===== config.mk =====
export PLATFORM = sky130hd
export DESIGN_NAME = uart_tx_ctrl
export DESIGN_NICKNAME = d
export VERILOG_FILES = /design/src/rtl/uart_tx_ctrl.sv
export SDC_FILE = /design/constraint.sdc
export NUM_CORES = 1
export LEC_CHECK = 0
export CORE_MARGIN = 2
export CORE_UTILIZATION = 50
export CTS_BUF_LIST = sky130_fd_sc_hd__clkbuf_8 sky130_fd_sc_hd__clkbuf_16
export CTS_CLUSTER_DIAMETER = 150
export DETAILED_ROUTE_END_ITERATION = 6
export GPL_TIMING_DRIVEN = 1
export PLACE_DENSITY = 0.75
export RECOVER_POWER = 100
export SETUP_SLACK_MARGIN = 0.1
export SLEW_MARGIN = 15
export SYNTH_ARGS = -nofsm -noshare
export SYNTH_HDL_FRONTEND = slang
export SYNTH_SLANG_ARGS = --single-unit

===== constraint.sdc =====
create_clock -name clk -period 2.1 [get_ports clk]
set_input_delay 0.315 -clock clk [delete_from_list [all_inputs] [get_ports clk]]
set_output_delay 0.315 -clock clk [all_outputs]
set_load 0.02 [all_outputs]

===== src/rtl/uart_tx_ctrl.sv =====
// UART transmit sequencer: pops one byte per frame from the TX FIFO and
// serialises it as start bit, D_W data bits LSB first, then one stop bit.
module uart_tx_ctrl #(
  parameter int D_W    = 8,
  parameter int B_TICK = 16
) (
  input  logic           clk,
  input  logic           rst,
  input  logic           s_tick,
  input  logic           tx_en,
  input  logic           fifo_empty,
  input  logic [D_W-1:0] fifo_data,
  output logic           fifo_rd_en,
  output logic           tx,
  output logic           tx_busy,
  output logic           tx_done_tick
);

  // state | meaning
  // IDLE  | line high, waiting for tx_en with a non-empty FIFO
  // FETCH | one-cycle FIFO pop strobe
  // LOAD  | registered FIFO data captured into the shift register
  // START | start bit (line low) for B_TICK ticks
  // DATA  | D_W data bits, LSB first, B_TICK ticks each
  // STOP  | stop bit (line high); done pulse on its last tick
  typedef enum logic [2:0] {IDLE, FETCH, LOAD, START, DATA, STOP} state_t;

  localparam int TW = $clog2(B_TICK);
  localparam int BW = $clog2(D_W) + 1;
  localparam logic [TW-1:0] TICK_LAST = TW'(B_TICK - 1);
  localparam logic [BW-1:0] BIT_LAST  = BW'(D_W - 1);

  state_t         state;
  logic [TW-1:0]  tick_cnt;
  logic [BW-1:0]  bit_cnt;
  logic [D_W-1:0] shreg;
  logic [D_W-1:0] shreg_nx;
  logic           bit_end;

  assign shreg_nx = shreg >> 1;
  assign bit_end  = s_tick && (tick_cnt == TICK_LAST);

  // Outputs are registered alongside the state so each one reflects the
  // state the FSM is in during that cycle.
  always_ff @(posedge clk or posedge rst) begin
    if (rst) begin
      state        <= IDLE;
      tick_cnt     <= '0;
      bit_cnt      <= '0;
      shreg        <= '0;
      tx           <= 1'b1;
      fifo_rd_en   <= 1'b0;
      tx_busy      <= 1'b0;
      tx_done_tick <= 1'b0;
    end else begin
      fifo_rd_en   <= 1'b0;
      tx_done_tick <= 1'b0;
      case (state)
        IDLE: begin
          tx <= 1'b1;
          if (tx_en && !fifo_empty) begin
            state      <= FETCH;
            fifo_rd_en <= 1'b1;
            tx_busy    <= 1'b1;
          end
        end
        FETCH: state <= LOAD;
        LOAD: begin
          shreg    <= fifo_data;
          tick_cnt <= '0;
          tx       <= 1'b0;
          state    <= START;
        end
        START: begin
          if (bit_end) begin
            tick_cnt <= '0;
            bit_cnt  <= '0;
            tx       <= shreg[0];
            state    <= DATA;
          end else if (s_tick) begin
            tick_cnt <= tick_cnt + 1'b1;
          end
        end
        DATA: begin
          if (bit_end) begin
            tick_cnt <= '0;
            shreg    <= shreg_nx;
            bit_cnt  <= bit_cnt + 1'b1;
            if (bit_cnt == BIT_LAST) begin
              tx    <= 1'b1;
              state <= STOP;
            end else begin
              tx <= shreg_nx[0];
            end
          end else if (s_tick) begin
            tick_cnt <= tick_cnt + 1'b1;
          end
        end
        STOP: begin
          if (bit_end) begin
            tick_cnt     <= '0;
            tx_done_tick <= 1'b1;
            tx_busy      <= 1'b0;
            state        <= IDLE;
          end else if (s_tick) begin
            tick_cnt <= tick_cnt + 1'b1;
          end
        end
        default: begin
          tx      <= 1'b1;
          tx_busy <= 1'b0;
          state   <= IDLE;
        end
      endcase
    end
  end

endmodule


; After elaboration in Yosys (flattened, before gate mapping)
; Cells that the tools add are included.
[classes]
add_sub_neg = 2
n_eq_ne = 13
n_bitwise = 2
n_mux = 25
n_reduce_logical = 16
[op_table]
columns = cell, n
row1 = case mux 3 bit (6 select lines), 1
row2 = 2-to-1 mux 4 bit, 4
row3 = case mux 4 bit (2 select lines), 2
row4 = case mux 8 bit (2 select lines), 1
row5 = 2-to-1 mux 3 bit, 5
row6 = "inequality test 2 bit, second input constant", 5
row7 = 2-to-1 mux 1 bit, 9
row8 = AND reduction 3 bit, 3
row9 = "adder 4 x 1 -> 4 bit, second input constant", 2
row10 = 2-to-1 mux 8 bit, 1
row11 = "equality test 3 x 2 -> 1 bit, second input constant", 2
row12 = "equality test 3 bit, second input constant", 2
row13 = nonzero test 2 bit, 3
row14 = AND reduction 5 bit, 1
row15 = "equality test 4 x 3 -> 1 bit, second input constant", 1
row16 = "equality test 4 bit, second input constant", 1
row17 = case mux 1 bit (4 select lines), 1
row18 = AND reduction 2 bit, 2
row19 = OR reduction 4 bit, 1
row20 = "equality test 3 x 1 -> 1 bit, second input constant", 1
row21 = zero test 3 bit, 1
row22 = "inequality test 3 x 1 -> 1 bit, second input constant", 1
row23 = case mux 1 bit (3 select lines), 1
row24 = OR reduction 3 bit, 1
row25 = 4 further kinds, 6
[word_totals]
output_inout_bits = 4
input_bits = 13
reg_bits = 23
elab_cells = 66

; Logic depth before layout (Yosys ltp)
[depth]
word_depth = 4
mapped_depth = 7
depth_no_buf = 5

; Least setup slack after synthesis
; Ideal clock, no wire load.
[synth_timing]
path_type = register -> register
startpoint = reg tick_cnt[0]
endpoint = reg shreg[1]
setup_time_ns = 0.121
required_time_ns = 1.979
path_buffers = 2
setup_slack_ns = 0.661
synth_period_minus_slack_ns = 1.439
arrival_ns = 1.319
path_stages_with_launch = 7
path_cell_list = dfrtp_1 > ha_1 > and4_1 > buf_6 > a22oi_4 > buf_6 > o21ai_1
[synth_between]
elab_chain_cells = 4
[synth_lines]
columns = element, line_no
row1 = "start, declared", 34  ; logic [TW-1:0] tick_cnt;
row2 = "start signal, assigned", 81  ; tick_cnt <= tick_cnt + 1'b1;
row3 = "start signal, assigned", 96  ; tick_cnt <= tick_cnt + 1'b1;
row4 = "start signal, assigned", 106  ; tick_cnt <= tick_cnt + 1'b1;
row5 = equality test 4 bit, 41  ; assign bit_end = s_tick && (tick_cnt == TICK_LAST);
row6 = logical AND 1 bit, 41
row7 = inequality test 2 bit (no source line), n/a
row8 = AND reduction 2 bit (no source line), n/a
row9 = "end signal, assigned", 69  ; shreg <= fifo_data;
row10 = "end signal, assigned", 87  ; shreg <= shreg_nx;
row11 = "end, declared", 36  ; logic [D_W-1:0] shreg;
; Every way passes these cells.
; A chain may end at the register's enable or synchronous reset.

; Final worst setup path
[layout_timing]
startpoint = reg tx
endpoint = out tx
[layout_lines]
columns = element, line_no
row1 = "start, declared", 14  ; output logic tx,
row2 = "start signal, assigned", 78  ; tx <= shreg[0];
row3 = "start signal, assigned", 93  ; tx <= shreg_nx[0];
; No word-level cell between the ends.

==> impl_metrics.prom <==
# TYPE chip_impl_metric gauge
chip_impl_info{name="cpMaxStageDelayCell",value="dlygate4sd3_1"} 1
chip_impl_metric{name="area_fraction_of_the_dominant_cell_type_after_synthesis",unit="%"} 40.1
chip_impl_metric{name="postCtsResizedCells",unit=""} 0
chip_impl_metric{name="io_buffer_count",unit=""} 16
chip_impl_metric{name="hold_path_depth",unit=""} 2
chip_impl_metric{name="total_of_hold_buffers_inserted_after_clock_tree_synthesis",unit=""} 0
chip_impl_metric{name="final_hold_viol_count",unit=""} 0
chip_impl_info{name="synthTopCellsByCount",value="22 x dfrtp_1, 12 x a21oi_1, 12 x nand2_1, 12 x nor2_1"} 1
chip_impl_metric{name="synthesized_instance_count",unit=""} 136
chip_impl_metric{name="instances_no_fill",unit=""} 184
chip_impl_metric{name="worst_pin_slew",unit="ns"} 1.22
chip_impl_metric{name="powerDensity",unit="nW/um^2"} 984
chip_impl_info{name="setup_repair_after_global_routing_missed_its_margin",value="no"} 1
chip_impl_metric{name="worst-path-max-fanout",unit=""} 3
chip_impl_metric{name="final_layout_size_suffix_gt1_share",unit="%"} 13.0
chip_impl_metric{name="critPathRequiredTime",unit="ns"} 1.78
chip_impl_info{name="critical_path.top_delay_family",value="buffers and inverters"} 1
chip_impl_metric{name="post-route-cell-area",unit="um^2"} 1570
chip_impl_info{name="synth_top_area_cell",value="dfrtp_1"} 1
chip_impl_metric{name="number_of_diodes",unit=""} 0
chip_impl_metric{name="crit_path_max_incr_delay",unit="ns"} 0.67
chip_impl_metric{name="number_of_global_route_vias_before_repair",unit=""} 1009
chip_impl_metric{name="setup_viol_count_final",unit=""} 0
chip_impl_info{name="worstPathCellList",value="dlygate4sd3_1"} 1
chip_impl_metric{name="io_pins",unit=""} 17
chip_impl_metric{name="p_leak",unit="nW"} 0.718
chip_impl_metric{name="post_placement_setup_slack",unit="ns"} 0.251
chip_impl_metric{name="number_of_antenna_violations_at_the_first_check_in_global_routing",unit=""} 0
chip_impl_metric{name="die_footprint",unit="um^2"} 3180
chip_impl_metric{name="peakVddDrop",unit="mV"} 0.649
chip_impl_metric{name="rows",unit=""} 18
chip_impl_metric{name="cp_num_cells",unit=""} 1
chip_impl_metric{name="setup-tns-final",unit="ns"} 0
chip_impl_metric{name="drt_iter0_markers",unit=""} 23
chip_impl_metric{name="ys_seq_elements",unit=""} 23
chip_impl_metric{name="fin_nets",unit=""} 170
chip_impl_metric{name="groute.usage.overall",unit="%"} 17.5
chip_impl_metric{name="syn2layout_area_growth",unit="%"} 14.5
chip_impl_metric{name="routed_via_density",unit=""} 5.77
chip_impl_metric{name="grt_start_max_net_pins",unit=""} 24
chip_impl_metric{name="final.period_utilization",unit="%"} 85.6
chip_impl_metric{name="cts.repair_timing.setup_buffer_count",unit=""} 0
chip_impl_metric{name="synth_edf_count",unit=""} 0
chip_impl_info{name="status",value="finished clean"} 1
chip_impl_info{name="critical_path.endpoint_type",value="output port"} 1
chip_impl_metric{name="synth_warnings",unit=""} 0
chip_impl_metric{name="syn_area_per_cell",unit="um^2"} 10.1
chip_impl_metric{name="num_vias",unit=""} 1061
chip_impl_metric{name="clockBufferDepth",unit=""} 2
chip_impl_metric{name="clock-sinks",unit=""} 23
chip_impl_metric{name="timing_max_transition_violations_final",unit=""} 0
chip_impl_info{name="clock_tree_from_tritoncts",value="built"} 1
chip_impl_metric{name="fp.dieH",unit="um"} 56.4
chip_impl_metric{name="clk-insertion-delay-late",unit="ns"} 0.27
chip_impl_metric{name="drt-pass1-iter-count",unit=""} 4
chip_impl_metric{name="ff2ff_path_depth",unit=""} 5
chip_impl_metric{name="core",unit="um^2"} 2540
chip_impl_info{name="yosysMostFrequentCell",value="dfrtp_1"} 1
chip_impl_metric{name="critPathArrivalTime",unit="ns"} 1.48
chip_impl_metric{name="synth.net_count",unit=""} 151
chip_impl_metric{name="synth.cell_area",unit="um^2"} 1370
chip_impl_metric{name="die_width",unit="um"} 56.4
chip_impl_metric{name="yosysUniqueCellTypes",unit=""} 44
chip_impl_metric{name="worst_slew_margin_rel",unit="%"} 18.8
chip_impl_metric{name="drt_wl_total",unit="um"} 2540
chip_impl_metric{name="gpl.final_weighted_congestion",unit=""} 0.833
chip_impl_metric{name="cp_num_buf_inv",unit=""} 1
chip_impl_metric{name="grt.overflow.total",unit=""} 0
chip_impl_info{name="hp-class",value="flop to flop"} 1
chip_impl_metric{name="post-dp-hpwl",unit="um"} 1810
chip_impl_metric{name="placement.cell_area",unit="um^2"} 1550
chip_impl_metric{name="finalWorstPathRequiredPeriod",unit="ns"} 1.80
chip_impl_metric{name="post-route-drc-count",unit=""} 0
chip_impl_info{name="cts_root_buffer",value="clkbuf_8"} 1
chip_impl_metric{name="post-place-cells",unit=""} 180
chip_impl_metric{name="initial_core_utilization",unit="%"} 53.9
chip_impl_info{name="synth.area.top_cells",value="dfrtp_1 40%, mux2i_1 7.3%, a21oi_1 4.4%, buf_6 4.1%, o21ai_1 3.6%"} 1
chip_impl_metric{name="finClkSkew",unit="ns"} 0.00257
chip_impl_metric{name="route.detailed.wl_per_inst",unit="um"} 13.8
chip_impl_metric{name="count_of_maximum_capacitance_violations",unit=""} 0
chip_impl_metric{name="fmax",unit="MHz"} 556
chip_impl_metric{name="worst_path_clk_slew",unit="ns"} 0.08
chip_impl_info{name="most_used_dff_post_synth",value="dfrtp_1"} 1
chip_impl_metric{name="ant_nets",unit=""} 0
chip_impl_info{name="timing.setup.critical_path_class",value="flop to output port"} 1
chip_impl_metric{name="synth-async-reset-ratio",unit="%"} 100
chip_impl_metric{name="final_critical_path_setup_slack",unit="ns"} 0.302
chip_impl_metric{name="cts_inserted_buffers",unit=""} 3
chip_impl_metric{name="cts.htree.levels",unit=""} 1
chip_impl_metric{name="first_pass_grt_wire_length",unit="um"} 4440
chip_impl_info{name="critPathLaunchType",value="flop"} 1
chip_impl_metric{name="yosysSeqAreaShare",unit="%"} 42.1
[state kept, by name, indices dropped and copies added, names as in the netlist]
name	flops
shreg	8
bit_cnt	4
tick_cnt	4
state	3
fifo_rd_en	1
tx	1
tx_busy	1
tx_done_tick	1
[placed cells by master (no fill, tap or decap), types with 3 or more instances in the layout]
cell,instances
a21oi_1,12
mux2i_1,10
nand3_1,4
nor3_1,3
o21ai_0,9
nor2_1,12
buf_4,6
dlygate4sd3_1,6
dfrtp_1,22
o21ai_1,3
clkbuf_8,3
clkdlybuf4s50_1,10
nand2_1,12
[through the flow]
stage	power, mW	hold WS (ns)	utilization, %
after floorplan	1.16	0.316	-
after global placement	1.28	0.467	60.8
after detailed placement	1.31	0.475	60.8
after CTS	1.59	0.387	62.6
after global routing	1.67	0.526	61.7
final	1.54	0.484	61.7
[metal layers]
metal  GRT usage [%]  vias to the layer above  routed length, um
met3            2.76                        5                 97
met4            6.12                        0                 40
met2            28.6                       25               1230
met1            23.6                      498               1180
met5               0                        -                  0
li1                -                      533                  -
[final cells by class]
type / instances / area [um^2]
Fill cell: 210 / 975
Tap cell: 30 / 37.5
Inverter: 2 / 7.51
Timing Repair Buffer: 23 / 209
Sequential cell: 23 / 577
Clock inverter: 1 / 5.00
Multi-Input combinational cell: 102 / 693
Clock buffer: 3 / 41.3
[report_power, final]
part / switching [mW] / internal (mW) / leakage [nW]
Clock: 0.146 / 0.133 / 0.0255
Sequential: 0.147 / 0.593 / 0.284
Combinational: 0.269 / 0.257 / 0.408
[final timing paths]
check                                   startpoint                       to  slack, ns
setup / recovery                    tx$_DFFE_PP1P_                       tx       0.30
hold / removal                shreg[0]$_DFFE_PP0P_     shreg[0]$_DFFE_PP0P_       0.48
setup reg to reg           tick_cnt[1]$_DFFE_PP0P_   bit_cnt[0]$_DFFE_PP0P_       0.42
hold reg to reg               shreg[0]$_DFFE_PP0P_     shreg[0]$_DFFE_PP0P_       0.48
max in group asynchronous                      rst  tick_cnt[2]$_DFFE_PP0P_       0.51
min in group asynchronous                      rst  tick_cnt[0]$_DFFE_PP0P_       0.87
[logic make-up (layout without fill, tap and decap cells)]
logic type | count (synthesis) | after routing | share of synthesized area, %
compound gates | 39 | 39 | 19.1
fa+ha+maj | 2 | 2 | 1.82
buf+inv | 11 | 29 | 6.02
flops | 23 | 23 | 42.1
mux | 10 | 10 | 7.30
simple gates | 51 | 51 | 23.7
Note: power is estimated with default switching activity, not from simulation.
